--- config.mk ---
export PLATFORM = sky130hd
export DESIGN_NAME = flipflop_bank
export DESIGN_NICKNAME = d
export VERILOG_FILES = /design/src/rtl/flipflop_bank.sv
export SDC_FILE = /design/constraint.sdc
export NUM_CORES = 1
export LEC_CHECK = 0
export CAP_MARGIN = 15
export CORE_ASPECT_RATIO = 0.5
export CORE_MARGIN = 1.5
export CORE_UTILIZATION = 43
export CTS_CLUSTER_DIAMETER = 60
export DETAILED_ROUTE_END_ITERATION = 16
export PLACE_DENSITY = 0.76
export SYNTH_ARGS = -nofsm -noshare
export SYNTH_HDL_FRONTEND = slang
export SYNTH_SLANG_ARGS = --single-unit
--- constraint.sdc ---
create_clock -name clk -period 1.8 [get_ports clk]
set_input_delay 0.18 -clock clk [delete_from_list [all_inputs] [get_ports clk]]
set_output_delay 0.18 -clock clk [all_outputs]
set_load 0.02 [all_outputs]
--- src/rtl/flipflop_bank.sv ---
// Bank of NUM_CH independent storage cells. Each cell runs as a D, T, SR or JK flip-flop,
// selected per cycle, with a sticky SR-illegal flag and a saturating transition counter.
module flipflop_bank #(
  parameter int                 NUM_CH    = 4,
  parameter int                 CNT_W     = 8,
  parameter logic [NUM_CH-1:0]  RESET_VAL = {NUM_CH{1'b0}}
) (
  input  logic                    clk,
  input  logic                    reset,
  input  logic [NUM_CH-1:0]       en,
  input  logic [2*NUM_CH-1:0]     mode,
  input  logic [NUM_CH-1:0]       a,
  input  logic [NUM_CH-1:0]       b,
  input  logic                    err_clr,
  input  logic                    cnt_clr,
  output logic [NUM_CH-1:0]       q,
  output logic [NUM_CH-1:0]       qb,
  output logic [NUM_CH-1:0]       err,
  output logic                    any_err,
  output logic [CNT_W*NUM_CH-1:0] tcount
);

  localparam logic [1:0]       MODE_D  = 2'b00;
  localparam logic [1:0]       MODE_T  = 2'b01;
  localparam logic [1:0]       MODE_SR = 2'b10;
  localparam logic [1:0]       MODE_JK = 2'b11;
  localparam logic [CNT_W-1:0] CNT_MAX = {CNT_W{1'b1}};
  localparam logic [CNT_W-1:0] CNT_ONE = {{(CNT_W-1){1'b0}}, 1'b1};

  logic [NUM_CH-1:0]       q_n_s;
  logic [NUM_CH-1:0]       err_n_s;
  logic [CNT_W*NUM_CH-1:0] cnt_n_s;

  for (genvar i = 0; i < NUM_CH; i++) begin : g_ch
    logic [1:0]       ch_mode_s;
    logic [1:0]       ab_s;
    logic             nxt_s;
    logic             illegal_s;
    logic             q_nx_s;
    logic             err_nx_s;
    logic [CNT_W-1:0] cnt_cur_s;
    logic [CNT_W-1:0] cnt_nx_s;

    assign ch_mode_s = mode[2*i +: 2];
    assign ab_s      = {a[i], b[i]};
    assign cnt_cur_s = tcount[CNT_W*i +: CNT_W];

    // Ungated next value of the cell; SR 11 holds and raises illegal instead of going X.
    always_comb begin
      nxt_s     = q[i];
      illegal_s = 1'b0;
      case (ch_mode_s)
        MODE_D:  nxt_s = a[i];
        MODE_T:  nxt_s = q[i] ^ a[i];
        MODE_SR: begin
          case (ab_s)
            2'b01:   nxt_s = 1'b0;
            2'b10:   nxt_s = 1'b1;
            2'b11:   illegal_s = 1'b1;
            default: nxt_s = q[i];
          endcase
        end
        MODE_JK: begin
          case (ab_s)
            2'b01:   nxt_s = 1'b0;
            2'b10:   nxt_s = 1'b1;
            2'b11:   nxt_s = ~q[i];
            default: nxt_s = q[i];
          endcase
        end
        default: nxt_s = q[i];
      endcase
    end

    // Enable gating; error set beats clear, counter clear beats increment.
    always_comb begin
      q_nx_s   = q[i];
      err_nx_s = err[i];
      cnt_nx_s = cnt_cur_s;
      if (en[i]) begin
        q_nx_s = nxt_s;
      end else begin
        q_nx_s = q[i];
      end
      if (en[i] && illegal_s) begin
        err_nx_s = 1'b1;
      end else if (err_clr) begin
        err_nx_s = 1'b0;
      end else begin
        err_nx_s = err[i];
      end
      if (cnt_clr) begin
        cnt_nx_s = {CNT_W{1'b0}};
      end else if (en[i] && (nxt_s != q[i]) && (cnt_cur_s != CNT_MAX)) begin
        cnt_nx_s = cnt_cur_s + CNT_ONE;
      end else begin
        cnt_nx_s = cnt_cur_s;
      end
    end

    assign q_n_s[i]                   = q_nx_s;
    assign err_n_s[i]                 = err_nx_s;
    assign cnt_n_s[CNT_W*i +: CNT_W]  = cnt_nx_s;
  end

  // qb and any_err are registered from the same next-state values so they never skew.
  always_ff @(posedge clk) begin
    if (reset) begin
      q       <= RESET_VAL;
      qb      <= ~RESET_VAL;
      err     <= {NUM_CH{1'b0}};
      any_err <= 1'b0;
      tcount  <= {(CNT_W*NUM_CH){1'b0}};
    end else begin
      q       <= q_n_s;
      qb      <= ~q_n_s;
      err     <= err_n_s;
      any_err <= |err_n_s;
      tcount  <= cnt_n_s;
    end
  end

endmodule

==> impl_summary.log <==
INFO  metric status = complete, but fails checks
INFO  metric violated_checks = negative setup slack
INFO  metric net_count_of_the_mapped_netlist = 327
INFO  metric ys_dominant_reg_cell = dfxtp_1
INFO  metric avgSynthCellArea = 8.582 sq um
INFO  metric track_usage = 22.15%
INFO  metric drive_gt1_share = 25.87%
INFO  metric first_global_vias = 2434
INFO  metric syn_inst = 291
INFO  metric required_time_at_the_worst_slack_endpoint = 2.02 ns
INFO  metric critical_path.startpoint_type = flip-flop
INFO  metric numPortBuffers = 68
INFO  metric timing.final.hold_violations = 0
INFO  metric register_area = 913.4 sq um
INFO  metric drt_first_iter_violations = 183
INFO  metric tritoncts = done
INFO  metric design.portCount = 69
INFO  metric netlist.area_leader.share = 36.07%
INFO  metric diodes = 0
INFO  metric worst_setup_hold_path_clk_slew = 0.07 ns
INFO  metric setup_viol = 2
INFO  metric drt_pass1_iterations = 4
INFO  metric fmax = 548.6 MHz
INFO  metric number_of_buffers_added_by_the_clock_tree_synthesis_step = 5
INFO  metric design.final.nets = 437
INFO  metric total_leakage_power = 1.517 nW
INFO  metric postRouteWirelength = 6909 um
INFO  metric clk_lat_worst_skew = 0.29 ns
INFO  metric postSynth.asyncResetShare = 0%
INFO  metric fin_ws = -0.02273 ns
INFO  metric clk_root_buffer_cell = clkbuf_16
INFO  metric hp-class = flip-flop to flip-flop
INFO  metric synth_top_cell_by_area = dfxtp_1
INFO  metric placement_rows = 19
INFO  metric critical_path.max_fanout = 6
INFO  metric final.fill_count = 419
INFO  metric grt_antenna_before_repair = 0
INFO  metric fin_crit = 1.823 ns
INFO  metric dieWidth = 110.8 um
INFO  metric synth_edf_count = 0
INFO  metric ys_warn_count = 0
INFO  metric worst_ir_drop_vdd = 388.3 uV
INFO  metric largest_net_degree_at_the_start_of_global_routing = 19
INFO  metric design_power_total = 2.658 mW
INFO  metric totalNegativeSetupSlack = -0.03942 ns
INFO  metric initial_core_util = 45.09%
INFO  metric ys_top_cells_by_area = dfxtp_1 36%, ha_1 6.0%, mux2i_1 4.8%, nor2_1 4.2%, nand2_1 4.1%
INFO  metric die_height = 56.89 um
INFO  metric post_drt_via_cell_ratio = 5.478
INFO  metric count_of_final_max_slew_check_failures = 0
INFO  metric multiInputGateArea = 1722 sq um
INFO  metric hpwlAfterDp = 4816 um
INFO  metric clk_path_buf_depth = 2
INFO  metric globalRoute.totalOverflow = 0
INFO  metric crit_path_end_kind = flip-flop
INFO  metric critical_path_arrival = 2.05 ns
INFO  metric path_class = flip-flop to flip-flop
INFO  metric syn_area = 2497 sq um
INFO  metric synthMostInstantiatedCell = dfxtp_1
INFO  metric clock-sinks = 45
INFO  metric synth.lib_cells_used.distinct = 59
INFO  metric globalplace.congestion = 0.8557
INFO  metric floorplan_core_area = 5539 sq um
INFO  metric drt-wirelength-per-cell = 14.55 um
INFO  metric cap_viol_max_count = 0
INFO  metric synth.cells.most_frequent = 45 x dfxtp_1, 28 x nor2_1, 27 x nand2_1
INFO  metric h_tree_level_count = 2
INFO  metric drtAntennaViolNets = 0
INFO  metric die_area = 6302 sq um
INFO  metric ys_ff_latch = 45
INFO  metric post-route-drc-count = 0
INFO  metric max_slew_margin_vs_limit = 63.45%
INFO  metric power-per-cell-area = 668.8 nW/um^2
INFO  metric worst_clock_skew = 0.006931 ns
INFO  metric grt_setup_unrepaired = yes
INFO  metric grt_first_pass_wirelength = 11320 um
INFO  metric dr_total_vias = 2602
INFO  metric layout_worst_path_cycle_share = 101.3%
INFO  metric area_delta_synth_final = 59.12%
INFO  metric max_slew.worst_pin.slew = 0.5425 ns
INFO  metric synth.yosys.seq_area_share = 36.07%
[state kept, by name, summed over array words and instances, names as in the netlist]
name	flops
tcount	32
err	4
any_err	1
q	4
qb	4
[cell type report]
class,instances,share of cell area [%]
Sequential cell,45,22.98
Multi-Input combinational cell,225,43.32
Timing Repair Buffer,110,25.31
Clock inverter,2,0.9446
Inverter,14,1.637
Tap cell,73,2.298
Clock buffer,6,3.495
[worst max-delay path: stages, from the launching register on]
cell	delay, ns
dfxtp_4	0.36
mux2i_2	0.17
o311ai_2	0.13
a21oi_2	0.13
buf_6	0.15
mux2i_4	0.23
or4b_4	0.48
a21oi_2	0.12
[power breakdown]
| group | internal [mW] | switching (mW) | total, mW |
|---|---|---|---|
| Sequential | 1.02 | 0.0218 | 1.04 |
| Combinational | 0.291 | 0.252 | 0.543 |
| Clock | 0.693 | 0.383 | 1.08 |
| Total | 2.00 | 0.657 | 2.66 |
[per-stage QoR]
step / hold slack, ns / setup slack (ns) / utilization [%] / instance area [sq um] / std cells
floorplan: 0.3042 / -0.07742 / - / 2534 / 291
global placement: 0.4832 / -0.6939 / 64.20 / 3556 / 463
detailed placement: 0.4908 / -0.7578 / 64.20 / 3556 / 463
CTS: 0.5000 / -0.09094 / 70.00 / 3877 / 474
global route: 0.5232 / -0.1194 / 71.74 / 3974 / 475
finish: 0.5135 / -0.02273 / 71.74 / 3974 / 475
[path summary, 6_finish.rpt]
path                           start                      end  slack (ns)  cells past startpoint
max                  q[0]$_SDFF_PP0_   tcount[6]$_SDFFE_PP0P_       -0.02                      7
max reg2reg          q[0]$_SDFF_PP0_   tcount[6]$_SDFFE_PP0P_       -0.02                      7
min          tcount[14]$_SDFFE_PP0P_  tcount[14]$_SDFFE_PP0P_        0.51                      1
min reg2reg  tcount[14]$_SDFFE_PP0P_  tcount[14]$_SDFFE_PP0P_        0.51                      1
[layer usage]
metal,track usage (%),wire length [um],vias up
met5,0,0,-
met4,5.678,71,0
met3,4.968,301,7
met2,39.86,3498,62
met1,27.11,3037,1242
li1,-,-,1291
[layout by cell type, fill, tap and decap left out, drive strengths merged, types with 5 or more instances in the layout]
cell,n
dfxtp,45
o31ai,5
inv,14
nand2,27
nand3,13
a21oi,20
o21ai,10
xnor2,10
clkbuf,7
or2,5
buf,47
nor2,28
clkdlybuf4s50,58
mux2i,13
or3,7
nand4,9
ha,12
[cells by family after synthesis]
| kind of cell | Yosys count | share of synthesized area (%) |
|---|---|---|
| compound gates | 62 | 17.03 |
| mux | 15 | 6.613 |
| flops | 45 | 36.07 |
| fa+ha+maj | 13 | 6.413 |
| buf+inv | 21 | 3.356 |
| simple gates | 124 | 26.65 |
| xor+xnor | 11 | 3.858 |
[timing repair]
action                                  4_1_cts  5_1_grt
resized for setup                            41       29
gates cloned                                  0        0
setup buffers                                 6        3
pin swaps                                    11       14
endpoints found under the setup margin       26       30
hold buffers                                  0        0
Note: power is estimated with default switching activity, not from simulation.
